--- src/rtl/line_fill_fetcher.sv ---
// Miss-path line fill: issues one read per block word, gathers in-order responses, holds the line until acknowledged.
// Optional build macro LINE_FILL_CRITICAL_WORD_FIRST_EN starts the fill at the missing word instead of the block base.
module line_fill_fetcher #(
  parameter int DATA_WIDTH    = 32,
  parameter int BLOCK_SIZE    = 32,
  parameter int ADDRESS_WIDTH = 32
) (
  input  logic                                       clk,
  input  logic                                       reset_n,
  input  logic                                       fetch_request,
  input  logic [ADDRESS_WIDTH-1:0]                   fetch_address,
  output logic                                       fetch_busy,
  output logic                                       mem_req_valid,
  input  logic                                       mem_req_ready,
  output logic [ADDRESS_WIDTH-1:0]                   mem_req_addr,
  input  logic                                       mem_rsp_valid,
  input  logic [DATA_WIDTH-1:0]                      mem_rsp_data,
  input  logic                                       mem_rsp_error,
  output logic                                       line_fill_valid,
  output logic [(BLOCK_SIZE/(DATA_WIDTH/8))*DATA_WIDTH-1:0] line_fill_data,
  output logic [ADDRESS_WIDTH-1:0]                   line_fill_address,
  output logic                                       line_fill_error,
  input  logic                                       line_allocated_ack
);

  localparam int WORD_BYTES = DATA_WIDTH / 8;
  localparam int WORDS      = BLOCK_SIZE / WORD_BYTES;
  localparam int BYTE_OFF   = $clog2(BLOCK_SIZE);
  localparam int IDX_W      = (WORDS > 1) ? $clog2(WORDS) : 1;
  localparam int CNT_W      = $clog2(WORDS + 1);
  localparam int WB_LOG     = $clog2(WORD_BYTES);
  localparam logic [ADDRESS_WIDTH-1:0] OFF_MASK   = ADDRESS_WIDTH'((64'd1 << BYTE_OFF) - 64'd1);
  localparam logic [CNT_W-1:0]         LAST_ISSUE = CNT_W'(WORDS - 1);
  localparam logic [CNT_W-1:0]         FULL_CNT   = CNT_W'(WORDS);

  typedef enum logic [1:0] {IDLE, ISSUE, COLLECT, DELIVER} state_t;

  state_t                   state_reg;
  logic [ADDRESS_WIDTH-1:0] block_addr_reg;
  logic [IDX_W-1:0]         start_idx_reg;
  logic [CNT_W-1:0]         issue_cnt_reg;
  logic [CNT_W-1:0]         rsp_cnt_reg;
  logic [DATA_WIDTH-1:0]    line_buf_reg [WORDS];
  logic                     err_reg;
  logic                     req_valid_reg;
  logic [ADDRESS_WIDTH-1:0] req_addr_reg;
  logic                     busy_reg;
  logic                     fill_valid_reg;

  // Block is a power-of-two word count, so wrapping is a truncating add.
  function automatic logic [IDX_W-1:0] wrap_idx(input logic [IDX_W-1:0] s, input logic [CNT_W-1:0] c);
    if (WORDS == 1) return '0;
    return s + IDX_W'(c);
  endfunction

  function automatic logic [ADDRESS_WIDTH-1:0] word_addr(input logic [ADDRESS_WIDTH-1:0] blk,
                                                         input logic [IDX_W-1:0] idx);
    logic [ADDRESS_WIDTH-1:0] off;
    off = ADDRESS_WIDTH'(idx) << WB_LOG;
    return blk + off;
  endfunction

  logic [IDX_W-1:0]         start_idx;
  logic [ADDRESS_WIDTH-1:0] fetch_block;
  logic [CNT_W-1:0]         issue_cnt_next;
  logic [CNT_W-1:0]         rsp_cnt_next;
  logic [IDX_W-1:0]         rsp_slot;
  logic                     rsp_accept;
  logic                     rsp_done_next;

`ifdef LINE_FILL_CRITICAL_WORD_FIRST_EN
  assign start_idx = (WORDS == 1) ? '0 : IDX_W'(fetch_address >> WB_LOG);
`else
  assign start_idx = '0;
`endif

  assign fetch_block    = fetch_address & ~OFF_MASK;
  assign issue_cnt_next = issue_cnt_reg + CNT_W'(1);
  assign rsp_cnt_next   = rsp_cnt_reg + CNT_W'(1);
  assign rsp_slot       = wrap_idx(start_idx_reg, rsp_cnt_reg);
  assign rsp_accept     = mem_rsp_valid && (state_reg == ISSUE || state_reg == COLLECT)
                          && (rsp_cnt_reg != FULL_CNT);
  assign rsp_done_next  = (rsp_accept ? rsp_cnt_next : rsp_cnt_reg) == FULL_CNT;

  always_ff @(posedge clk or negedge reset_n) begin
    if (!reset_n) begin
      state_reg      <= IDLE;
      block_addr_reg <= '0;
      start_idx_reg  <= '0;
      issue_cnt_reg  <= '0;
      rsp_cnt_reg    <= '0;
      err_reg        <= 1'b0;
      req_valid_reg  <= 1'b0;
      req_addr_reg   <= '0;
      busy_reg       <= 1'b0;
      fill_valid_reg <= 1'b0;
      for (int i = 0; i < WORDS; i++) line_buf_reg[i] <= '0;
    end else begin
      if (rsp_accept) begin
        line_buf_reg[rsp_slot] <= mem_rsp_data;
        rsp_cnt_reg            <= rsp_cnt_next;
        err_reg                <= err_reg | mem_rsp_error;
      end
      case (state_reg)
        IDLE: begin
          if (fetch_request) begin
            block_addr_reg <= fetch_block;
            start_idx_reg  <= start_idx;
            issue_cnt_reg  <= '0;
            rsp_cnt_reg    <= '0;
            err_reg        <= 1'b0;
            req_valid_reg  <= 1'b1;
            req_addr_reg   <= word_addr(fetch_block, start_idx);
            busy_reg       <= 1'b1;
            state_reg      <= ISSUE;
            for (int i = 0; i < WORDS; i++) line_buf_reg[i] <= '0;
          end
        end
        ISSUE: begin
          if (mem_req_ready) begin
            issue_cnt_reg <= issue_cnt_next;
            if (issue_cnt_reg == LAST_ISSUE) begin
              req_valid_reg <= 1'b0;
              if (rsp_done_next) begin
                fill_valid_reg <= 1'b1;
                state_reg      <= DELIVER;
              end else begin
                state_reg <= COLLECT;
              end
            end else begin
              req_addr_reg <= word_addr(block_addr_reg, wrap_idx(start_idx_reg, issue_cnt_next));
            end
          end
        end
        COLLECT: begin
          if (rsp_done_next) begin
            fill_valid_reg <= 1'b1;
            state_reg      <= DELIVER;
          end
        end
        DELIVER: begin
          if (line_allocated_ack) begin
            fill_valid_reg <= 1'b0;
            busy_reg       <= 1'b0;
            state_reg      <= IDLE;
          end
        end
        default: state_reg <= IDLE;
      endcase
    end
  end

  assign fetch_busy        = busy_reg;
  assign mem_req_valid     = req_valid_reg;
  assign mem_req_addr      = req_addr_reg;
  assign line_fill_valid   = fill_valid_reg;
  assign line_fill_address = block_addr_reg;
  assign line_fill_error   = err_reg;

  for (genvar gi = 0; gi < WORDS; gi++) begin : g_pack
    assign line_fill_data[gi*DATA_WIDTH +: DATA_WIDTH] = line_buf_reg[gi];
  end

endmodule

--- config.mk ---
export PLATFORM = sky130hd
export DESIGN_NAME = line_fill_fetcher
export DESIGN_NICKNAME = d
export VERILOG_FILES = /design/src/rtl/line_fill_fetcher.sv
export SDC_FILE = /design/constraint.sdc
export NUM_CORES = 1
export LEC_CHECK = 0
export CORE_ASPECT_RATIO = 0.5
export CORE_UTILIZATION = 43
export DETAILED_ROUTE_END_ITERATION = 10
export GPL_TIMING_DRIVEN = 0
export PLACE_DENSITY = 0.77
export SLEW_MARGIN = 15
export SYNTH_ARGS = -nofsm -noshare
export SYNTH_HDL_FRONTEND = slang
export SYNTH_SLANG_ARGS = --single-unit
--- constraint.sdc ---
create_clock -name clk -period 1.9 [get_ports clk]
set_input_delay 0.38 -clock clk [delete_from_list [all_inputs] [get_ports clk]]
set_output_delay 0.38 -clock clk [all_outputs]
set_load 0.01 [all_outputs]
* Word level (Yosys, flattened, before mapping)
Index checks and enable logic that the tools add are counted.
** Operators by class
- Equal/unequal tests :: 12
- Bitwise logic cells :: 2
- Reduce and logical (&&, ||, !) cells :: 15
- Multiplexer cells :: 36
- $lt $le $gt $ge :: 2
- Add/subtract/negate cells :: 3
** Operators with widths (count)
- $mux W256 :: 3
- $bwmux W256 :: 1
- $mux W32 :: 4
- $demux W32 S3 :: 1
- $pmux W32 S2 :: 1
- $add A32 B5 Y32 :: 1
- $mux W4 :: 5
- $reduce_and A4 Y1 :: 3
- $mux W1 :: 11
- $mux W2 :: 5
- $ne A2 B2 Y1 const B :: 5
- $add A4 B1 Y4 const B :: 2
- $pmux W2 S4 :: 1
- $pmux W4 S2 :: 1
- $reduce_and A3 Y1 :: 2
- $reduce_and A5 Y1 :: 1
- $eq A2 B2 Y1 const B :: 2
- $eq A4 B3 Y1 const B :: 1
- $eq A4 B4 Y1 const B :: 1
- $ge A4 B4 Y1 const B :: 1
- $lt A4 B1 Y1 const B :: 1
- $ne A4 B4 Y1 const B :: 1
- $not A3 Y4 :: 1
- $pmux W1 S2 :: 2
- 10 further kinds :: 13
** Storage, ports and cells
- Bits in registers :: 329
- Word-level logic and storage cells :: 87
- Input bits :: 71

* Longest topological paths before layout
Gate-level depths: netlist of the first run.
- Depth after elaboration :: 10
- Gate-level depth with buffers :: 10

* Worst setup path after synthesis of the first run
OpenSTA, ideal clock, no wires.
- Path type :: flip-flop to flip-flop
- From :: reg rsp_cnt_reg[0]
- To :: reg line_buf_reg (netlist bit line_fill_data[0])
- Slack :: -0.093 ns
- Arrival :: 1.857 ns
- Path buffers :: 3
- Stages on the path, launching flop included :: 11
- Path through :: dfrtp_1 -> buf_2 -> inv_1 -> ha_1 -> nand2_1 -> nand3b_2 -> or3_1 -> clkbuf_1 -> buf_2 -> nand2_1 -> a21oi_1
** On the way
- Longest elaborated chain between the ends :: 9
** Ends and longest elaborated chain
- start, declared :: RTL line 42 : logic [CNT_W-1:0] rsp_cnt_reg;
- start signal, assigned :: RTL line 101 : rsp_cnt_reg <= rsp_cnt_next;
- $not A3 Y4 (implied by the code) :: RTL line 100 : line_buf_reg[rsp_slot] <= mem_rsp_data;
- $ge A4 B4 Y1 (implied by the code) or $lt A4 B1 Y1 (tied branches) :: RTL line 100
- $logic_and A1 B1 Y1 (implied by the code) :: RTL line 100
- $mux W32 (implied by the code) :: RTL line 100
- $demux W32 S3 :: RTL line 100
- $bwmux W256 :: RTL line 100
- $mux W256 * :: RTL line 99 : if (rsp_accept) begin
- $mux W256 :: RTL line 106 : if (fetch_request) begin
- $mux W256 * :: RTL line 104 : case (state_reg)
- end signal, assigned by index :: RTL line 100
- end, declared :: RTL line 43 : logic [DATA_WIDTH-1:0] line_buf_reg [WORDS];
Every way passes the cells marked *; elsewhere a longest branch is shown, timed or not.
A chain may end at the register's enable or synchronous reset.

* Worst setup path after layout of the first run
- From :: reg state_reg[0]
- To :: reg line_buf_reg (netlist bit line_fill_data[55])
** On the way
- Longest elaborated chain between the ends :: 7
** Ends and longest elaborated chain
- start, declared :: RTL line 38 : state_t state_reg;
- start signal, assigned :: RTL line 87 : state_reg <= IDLE;
- start signal, assigned :: RTL line 115 : state_reg <= ISSUE;
- start signal, assigned :: RTL line 126 : state_reg <= DELIVER;
- $eq A2 B1 Y1 or $eq A2 B2 Y1 (tied branches) :: RTL line 81 : assign rsp_accept = mem_rsp_valid && (state_reg == ISSUE || state_reg == COLLECT)
- $logic_or A1 B1 Y1 :: RTL line 81
- $logic_and A1 B1 Y1 :: RTL line 81
- $logic_and A1 B1 Y1 :: RTL line 82 : && (rsp_cnt_reg != FULL_CNT);
- $mux W256 :: RTL line 99
- $mux W256 :: RTL line 106
- $mux W256 * :: RTL line 104
Marked as above.

==> results of run 1 <==
## final cells by class
| type | count | share of cell area |
|---|---|---|
| plain buffers | 134 | 0.05026 |
| clock buffers | 51 | 0.04256 |
| clock inverters | 3 | 0.001421 |
| inverters | 7 | 0.001480 |
| multi-input cells | 1040 | 0.2846 |
| flip-flops and latches | 327 | 0.3873 |
| well taps | 423 | 0.02504 |
| repair buffers | 416 | 0.2074 |
## tightest hold or removal path: cells and delay by family
kind,cells,cell delay (ns)
and+or+nand+nor,1,0.08
buffers and inverters,1,0.17
AOI/OAI and AO/OA,1,0.05
## stage by stage
stage	TNS, ns	worst slack [ns]	hold slack, ns	utilization	instances
after floorplan	0	0.01766	0.08441	-	1512
after global placement	-4757.75	-14.01	0.4602	0.5758	2285
after detailed placement	-192.02	-0.9002	0.3882	0.5786	2288
after CTS	-7.909	-0.1115	0.1107	0.6387	2365
after global routing	-33.34	-0.2358	0.1291	0.6901	2401
final	-24.68	-0.2110	0.1285	0.6901	2401
## per-layer routing
layer | GRT usage | vias to the layer above | part of all wire
li1 | - | 5747 | -
met1 | 0.3763 | 6690 | 0.37
met2 | 0.4934 | 792 | 0.47
met3 | 0.04136 | 310 | 0.080
met4 | 0.1626 | 0 | 0.077
met5 | 0 | - | 0
## kinds of logic after synthesis
kind of cell	synth area share
adder cells (fa/ha/maj)	0.007387
multiplexers	0.02373
AND/OR/NAND/NOR	0.1958
other	0.0002767
AO/OA/AOI/OAI	0.1175
buffers and inverters	0.04894
flip-flops	0.6039
XOR/XNOR	0.002586
## power groups by stage
stage | logic (mW) | registers (mW) | clock network [mW]
final | 16.0 | 11.3 | 6.00
after global routing | 16.9 | 11.5 | 6.29
after CTS | 14.3 | 11.0 | 5.97
after detailed placement | 13.2 | 11.0 | 0
after global placement | 13.0 | 11.0 | 0
after floorplan | 4.86 | 12.1 | 0
## cell usage in the layout (no fill, tap or decap), drive strengths merged, types with 13 or more instances in the layout
| cell type | netlist | final |
|---|---|---|
| o21ai | 35 | 35 |
| mux2i | 31 | 31 |
| buf | 82 | 152 |
| dlygate4sd2 | 0 | 112 |
| a21oi | 263 | 263 |
| clkdlybuf4s50 | 0 | 149 |
| dlymetal6s2s | 0 | 88 |
| clkbuf | 56 | 99 |
| dfrtp | 327 | 327 |
| nand2 | 635 | 635 |
| nor2 | 13 | 13 |
## how the worst max path moves through the flow
stage / startpoint / endpoint / slack [ns] / cells past startpoint
final: state_reg[0] / line_fill_data[55] / -0.21 / 11
after global routing: state_reg[0] / line_fill_data[60] / -0.24 / 11
after CTS: state_reg[0] / line_fill_data[104] / -0.11 / 9
after detailed placement: fetch_request / line_fill_data[65] / -0.90 / 6
after global placement: reset_n / line_fill_data[108] / -14.01 / 1
after floorplan: state_reg[1] / line_fill_data[0] / 0.02 / 9
## synthesized netlist by cell type, types with 2 or more instances
cell,n
a21oi_1,263
a22o_1,4
and2_1,2
and3_1,2
buf_1,5
buf_2,69
buf_4,8
clkbuf_1,54
clkbuf_2,2
dfrtp_1,327
ha_1,8
inv_1,6
mux2i_1,31
nand2_1,635
nand2b_1,2
nand3_1,5
nand4_1,2
nor2_1,12
nor2b_1,3
nor3_1,2
nor3_2,3
o21ai_0,32
o21ai_1,3
or3_1,3
xnor2_1,2
xor2_1,2
## timing repair
| action | in CTS | in global routing |
|---|---|---|
| hold buffers | 1 | 0 |
| hold endpoints to repair | 74 | 0 |
| endpoints found under the setup margin | 428 | 398 |
| pin swaps | 128 | 53 |
| gates cloned | 6 | 9 |
| setup buffers | 20 | 27 |
| gates resized for setup | 401 | 375 |
==> results.md, run 1 <==
* Min cycle time layout at 2.111 ns
* NumNets Final at 2035
* Flop pwr share at 0.339
* Asr flop ratio synth at 1.000
* Clk slew on worst S/H paths at 0.07 ns
* Reg2reg start: state_reg[0]
* Global-route wire length before repair at 72.42 mm
* Unique masters post-synth at 45
* Worst r2r path cells at 11
* Share of total power in the clock network at 0.180
* Area leader, netlist: dfrtp_1
* Seq cells post-synth at 327
* # DRC at 0
* Failing checks: setup timing
* Post-layout instance area at 21140 sq um
* Setup-failing EPs final at 219
* Worst Path Arrival at 2.62 ns
* FF-to-FF setup slack at -0.21 ns
* CP delay by family, top: buffers and inverters
* CP max-delay cell: dfrtp_2
* Wirelength, routed at 54.79 mm
* Vias per cell at 5.639
* I/O pin count at 395
* First DRT Iteration DRCs at 1259
* Clock latency on the worst-skew pair at 0.59 ns
* Max_cap viols at 0
* Fmax achieved at 473.7 MHz
* # diodes at 0
* Cell-internal power at 20.19 mW
* Worst rel slew slack at 0.6215
* First drt pass iteration count at 5
* Lkg Pwr at 11.06 nW
* Ys flop type: dfrtp_1
* Max incr delay on CP at 0.43 ns
* Critical path capture point type: register
* Fin crit share at 1.111
* P per Cell Area at 1576 nW/um^2
* GRT Resource Usage Total at 0.2959
* Initial antenna violation count at 0
* Area after DPL at 17720 sq um
* Routed Antenna Nets at 0
* CP Cell Sequence: inv_4, ha_4, and2_4, nand3b_4, buf_4, nor2_4, buf_12, buf_12, buf_4, nand2_1, a21oi_1
* Critical path class: register to register
* Vias post-DR at 13540
* Total CTS buffers at 30
* FF+latch area at 8185 sq um
* Core Footprint at 30630 sq um
* Pwr Total at 33.32 mW
* Startpoint Class: register
* Fill cell count at 2085
* EDFF count, synth at 0
* Width of the chip at 253.1 um
* CTS root buf: clkbuf_16
* R2r endpoint: line_fill_data[55]
* Slew at the pin closest to its max-slew limit at 0.5677 ns
* Vias in the first global route at 11970
* Largest fanout on the critical path at 7
* Yosys top cell area share at 0.6039
* Max reg flops at 256
* TritonCTS Sinks at 327
* Layout cells sized above 1 at 0.2508
* Row count at 45
* RD Place Congestion at 0.8847
* Post-Synthesis Cells at 1506
* Comb power frac at 0.481
* Post-DR wirelength/cell at 22.82 um
* Switch Pwr at 13.13 mW
* Final Hold Fails at 0
* Post-Syn Area at 13550 sq um
* Launch point of the worst hold path: mem_rsp_data[21]
* Worst Hold Class: primary input to register
* Grt ovf at 0
* DIE AREA at 32270 sq um
* Hold path endpoint: line_fill_data[117]
* Hold Crit Depth at 3
* Sequential area share after synthesis at 0.6039
* Status: finished with violations
* Largest net degree at the start of global routing at 101
* Max VDD drop at 748.6 uV
* Die height at 127.5 um
* Multi-input combinational cell area at 6015 sq um
* Area Growth Syn to Fin at 55.98%
* Clock tree buffer depth at 3
* Largest cells by area after synthesis: dfrtp_1 (60%), nand2_1 (18%), a21oi_1 (9.7%), buf_2 (2.5%), mux2i_1 (2.3%)
* IO buf count at 350
* Clk_skew at 0.02251 ns
* Yosys warns at 0
* Mean Syn Cell Area at 8.998 sq um
* Critical Path RT at 2.41 ns
* Starting Density at 0.4424
* Setup ws final at -0.2110 ns
* HPWL Detailed at 32.90 mm
* Sw Share at 0.3942
* CTS tree: done
* WP buf/inv at 5
* H-tree depth at 1
* Fin. max-slew vios at 0
* Unrepaired setup endpoints after global routing: yes
No activity file was read; power rests on OpenSTA's default activity.
==> run 2: changes to the inputs <==
--- a/config.mk
+++ b/config.mk
@@ -6,10 +6,10 @@
 export NUM_CORES = 1
 export LEC_CHECK = 0
 export CORE_ASPECT_RATIO = 0.5
-export CORE_UTILIZATION = 43
+export CORE_UTILIZATION = 45
 export DETAILED_ROUTE_END_ITERATION = 10
 export GPL_TIMING_DRIVEN = 0
-export PLACE_DENSITY = 0.77
+export PLACE_DENSITY = 0.76
 export SLEW_MARGIN = 15
 export SYNTH_ARGS = -nofsm -noshare
 export SYNTH_HDL_FRONTEND = slang
==> constraint.sdc (replaced) <==
create_clock -name clk -period 2.1 [get_ports clk]
set_input_delay 0.42 -clock clk [delete_from_list [all_inputs] [get_ports clk]]
set_output_delay 0.42 -clock clk [all_outputs]
set_load 0.01 [all_outputs]
==> run 2 against run 1 <==
Clock skew shrank 0.013 ns. Die area shrank 4.4%. Cell count shrank 3.7%. Wire length shrank 16%. Count of clock-buffer cells in the layout shrank 10. Register-to-register slack gained 0.25 ns. Global-route usage grew 0.12 points. Combinational power shrank 23%. Fmax grew 2.6%. Flip-flop and latch count is the same. Hold slack gained 0.086 ns. The flow finishes with violations (DRC).
==> results.md, run 2 (same netlist as run 1, synthesis figures left out) <==
* Min cycle time layout at 2.058 ns (-0.05286 ns)
* # diodes at 0 (unchanged)
* GRT Resource Usage Total at 0.2971 (+0.001218)
* Final Hold Fails at 0 (unchanged)
* Clock tree buffer depth at 3 (unchanged)
* RD Place Congestion at 0.8731 (-1.3%)
* Max incr delay on CP at 0.47 ns (+0.04 ns)
* Wirelength, routed at 46.29 mm (-16%)
* Vias in the first global route at 11570 (-3.3%)
* Vias post-DR at 12230 (-9.7%)
* Failing checks: DRC
* Largest fanout on the critical path at 10 (+3)
* Grt ovf at 0 (unchanged)
* Core Footprint at 29290 sq um (-4.4%)
* Routed Antenna Nets at 0 (unchanged)
* Final std cells w/o fill at 2313 (-3.7%)
* Fin crit share at 0.9801 (-0.1310)
* Worst slack at placement at -0.6730 ns (+0.2272 ns)
* Worst rel slew slack at 0.6068 (-0.01468)
* Initial antenna violation count at 0 (unchanged)
* Critical path capture point type: register
* Total CTS buffers at 28 (-6.7%)
* First drt pass iteration count at 8 (+3)
* Post-DR wirelength/cell at 20.01 um (-12%)
* Setup-failing EPs final at 0 (-100%)
* WP buf/inv at 2 (-3)
* NumNets Final at 1981 (-2.7%)
* # DRC at 12 (+12)
* Max VDD drop at 677.8 uV (-9.5%)
* Most common cell after layout, fill and taps aside: nand2_1
* Startpoint Class: register
* HPWL Detailed at 32.78 mm (-0.36%)
* Layout cells sized above 1 at 0.1087 (-0.1420)
* TritonCTS Sinks at 327 (unchanged)
* Max reg flops at 256 (unchanged)
* I/O pin count at 395 (unchanged)
* Fmax achieved at 485.9 MHz (+2.6%)
* Max_cap viols at 0 (unchanged)
* CTS root buf: clkbuf_16
* CP delay by family, top: simple AND/OR/NAND/NOR gates
* Post-Place Cells at 2256 (-1.4%)
* Global-route wire length before repair at 69.61 mm (-3.9%)
* Fin. max-slew vios at 0 (unchanged)
* Fill cell count at 2458 (+18%)
* H-tree depth at 1 (unchanged)
* Critical path class: register to register
* Status: finished with violations
* IO buf count at 350 (unchanged)
* Hold Slack at 0.2145 ns (+0.08597 ns)
* Commonest cells after routing, fill and taps aside: nand2_1 (634), clkdlybuf4s50_1 (349), dfrtp_1 (327), a21oi_1 (261), buf_2 (54)
* Worst Hold Class: primary input to register
* Area Growth Syn to Fin at 39.74%
* DIE AREA at 30850 sq um (-4.4%)
* Vias per cell at 5.287 (-6.2%)
* Critical Path RT at 2.53 ns (+0.12 ns)
* Clock latency on the worst-skew pair at 0.56 ns (-0.03 ns)
* CP max-delay cell: or3_4
* Clk slew on worst S/H paths at 0.07 ns (about the same)
* Starting Density at 0.4627 (+0.02026)
* First DRT Iteration DRCs at 1144 (-9.1%)
* CP Cell Sequence: inv_2, ha_4, and2_4, nand3b_4, or3_4, buf_4, nand2_1, a21oi_2
* Unrepaired setup endpoints after global routing: yes
* Setup ws final at 0.04183 ns (+0.2529 ns)
* Worst Path Arrival at 2.49 ns (-0.13 ns)
* Slew at the pin closest to its max-slew limit at 0.5897 ns (+0.02202 ns)
* Largest net degree at the start of global routing at 101 (unchanged)
* Clk_skew at 0.009365 ns (-0.01315 ns)
* Die height at 124.7 um (-2.2%)
* Util after Layout at 0.6465 (-0.04354)
* Width of the chip at 247.4 um (-2.2%)
* Row count at 44 (-2.2%)
* P per Cell Area at 1459 nW/um^2 (-7.5%)
* Pwr Total at 27.62 mW (-17%)
* Lkg Pwr at 8.380 nW (-24%)
* CTS tree: done
## run 2: changes by cell type in the layout (fill, tap and decap cells not counted), moves of 17 or more
cell | previous run | this run
buf_4 | 55 | 27
a21oi_1 | 142 | 261
dlygate4sd2_1 | 112 | 0
dlymetal6s2s_1 | 88 | 0
clkdlybuf4s50_1 | 149 | 349
nand2_2 | 18 | 1
nand2_4 | 79 | 0
nand2_1 | 538 | 634
a21oi_2 | 121 | 2
buf_8 | 19 | 1
buf_6 | 30 | 2
## run 2: stage by stage
stage / TNS [ns] / area (sq um)
finish: 0 / 18940
global route: -0.8947 / 18940
CTS: -0.7830 / 18800
detailed placement: -126.00 / 17650
global placement: -4613.13 / 17570
floorplan: 0 / 13570
## run 2: path summary, 6_finish.rpt
| path | start | end | slack [ns] | cells after the start |
|---|---|---|---|---|
| min in group asynchronous | reset_n | line_fill_data[121] | 0.35 | 2 |
| worst min register to register | mem_req_addr[10] | mem_req_addr[10] | 0.48 | 2 |
| max in group asynchronous | reset_n | mem_req_addr[11] | 0.50 | 4 |
| worst max register to register | state_reg[1] | line_fill_data[69] | 0.04 | 8 |
| worst min-delay path | mem_rsp_data[1] | line_fill_data[161] | 0.21 | 3 |
| worst max-delay path | state_reg[1] | line_fill_data[69] | 0.04 | 8 |
## run 2: final cells by class
class / count / area [sq um] / share of cell area
multi-input combinational: 1040 / 4867 / 0.2570
buffer: 134 / 760.7 / 0.04017
tap: 391 / 489.2 / 0.02584
inverter: 7 / 26.28 / 0.001388
timing repair buffer: 364 / 3689 / 0.1948
clock buffer: 41 / 850.8 / 0.04493
clock inverter: 9 / 70.07 / 0.003700
sequential: 327 / 8183 / 0.4321
## run 2: timing repair
item,4_1_cts,5_1_grt
endpoints found under the hold margin,51,0
endpoints found under the setup margin,285,313
gates cloned,0,0
setup buffers,2,8
resized for setup,81,33
hold buffers,1,0
pin swaps,0,6
## run 2: power by group
part           switching, mW  leakage (nW)  internal, mW
registers               1.32          4.40          8.58
clock network           2.40         0.465          2.92
logic                   6.36          3.52          6.04
## run 2: routing by layer
layer	global-route usage	vias to the layer above	routed length, um
li1	-	5610	-
met4	0.1231	0	2155
met1	0.3979	6060	18820
met5	0	-	0
met2	0.4885	443	22730
met3	0.03749	115	2597
## run 2: worst reg2reg max path: stages (launching register included)
cell	delay (ns)
dfrtp_1	0.38
inv_2	0.08
ha_4	0.30
and2_4	0.17
nand3b_4	0.18
or3_4	0.47
buf_4	0.20
nand2_1	0.10
a21oi_2	0.06
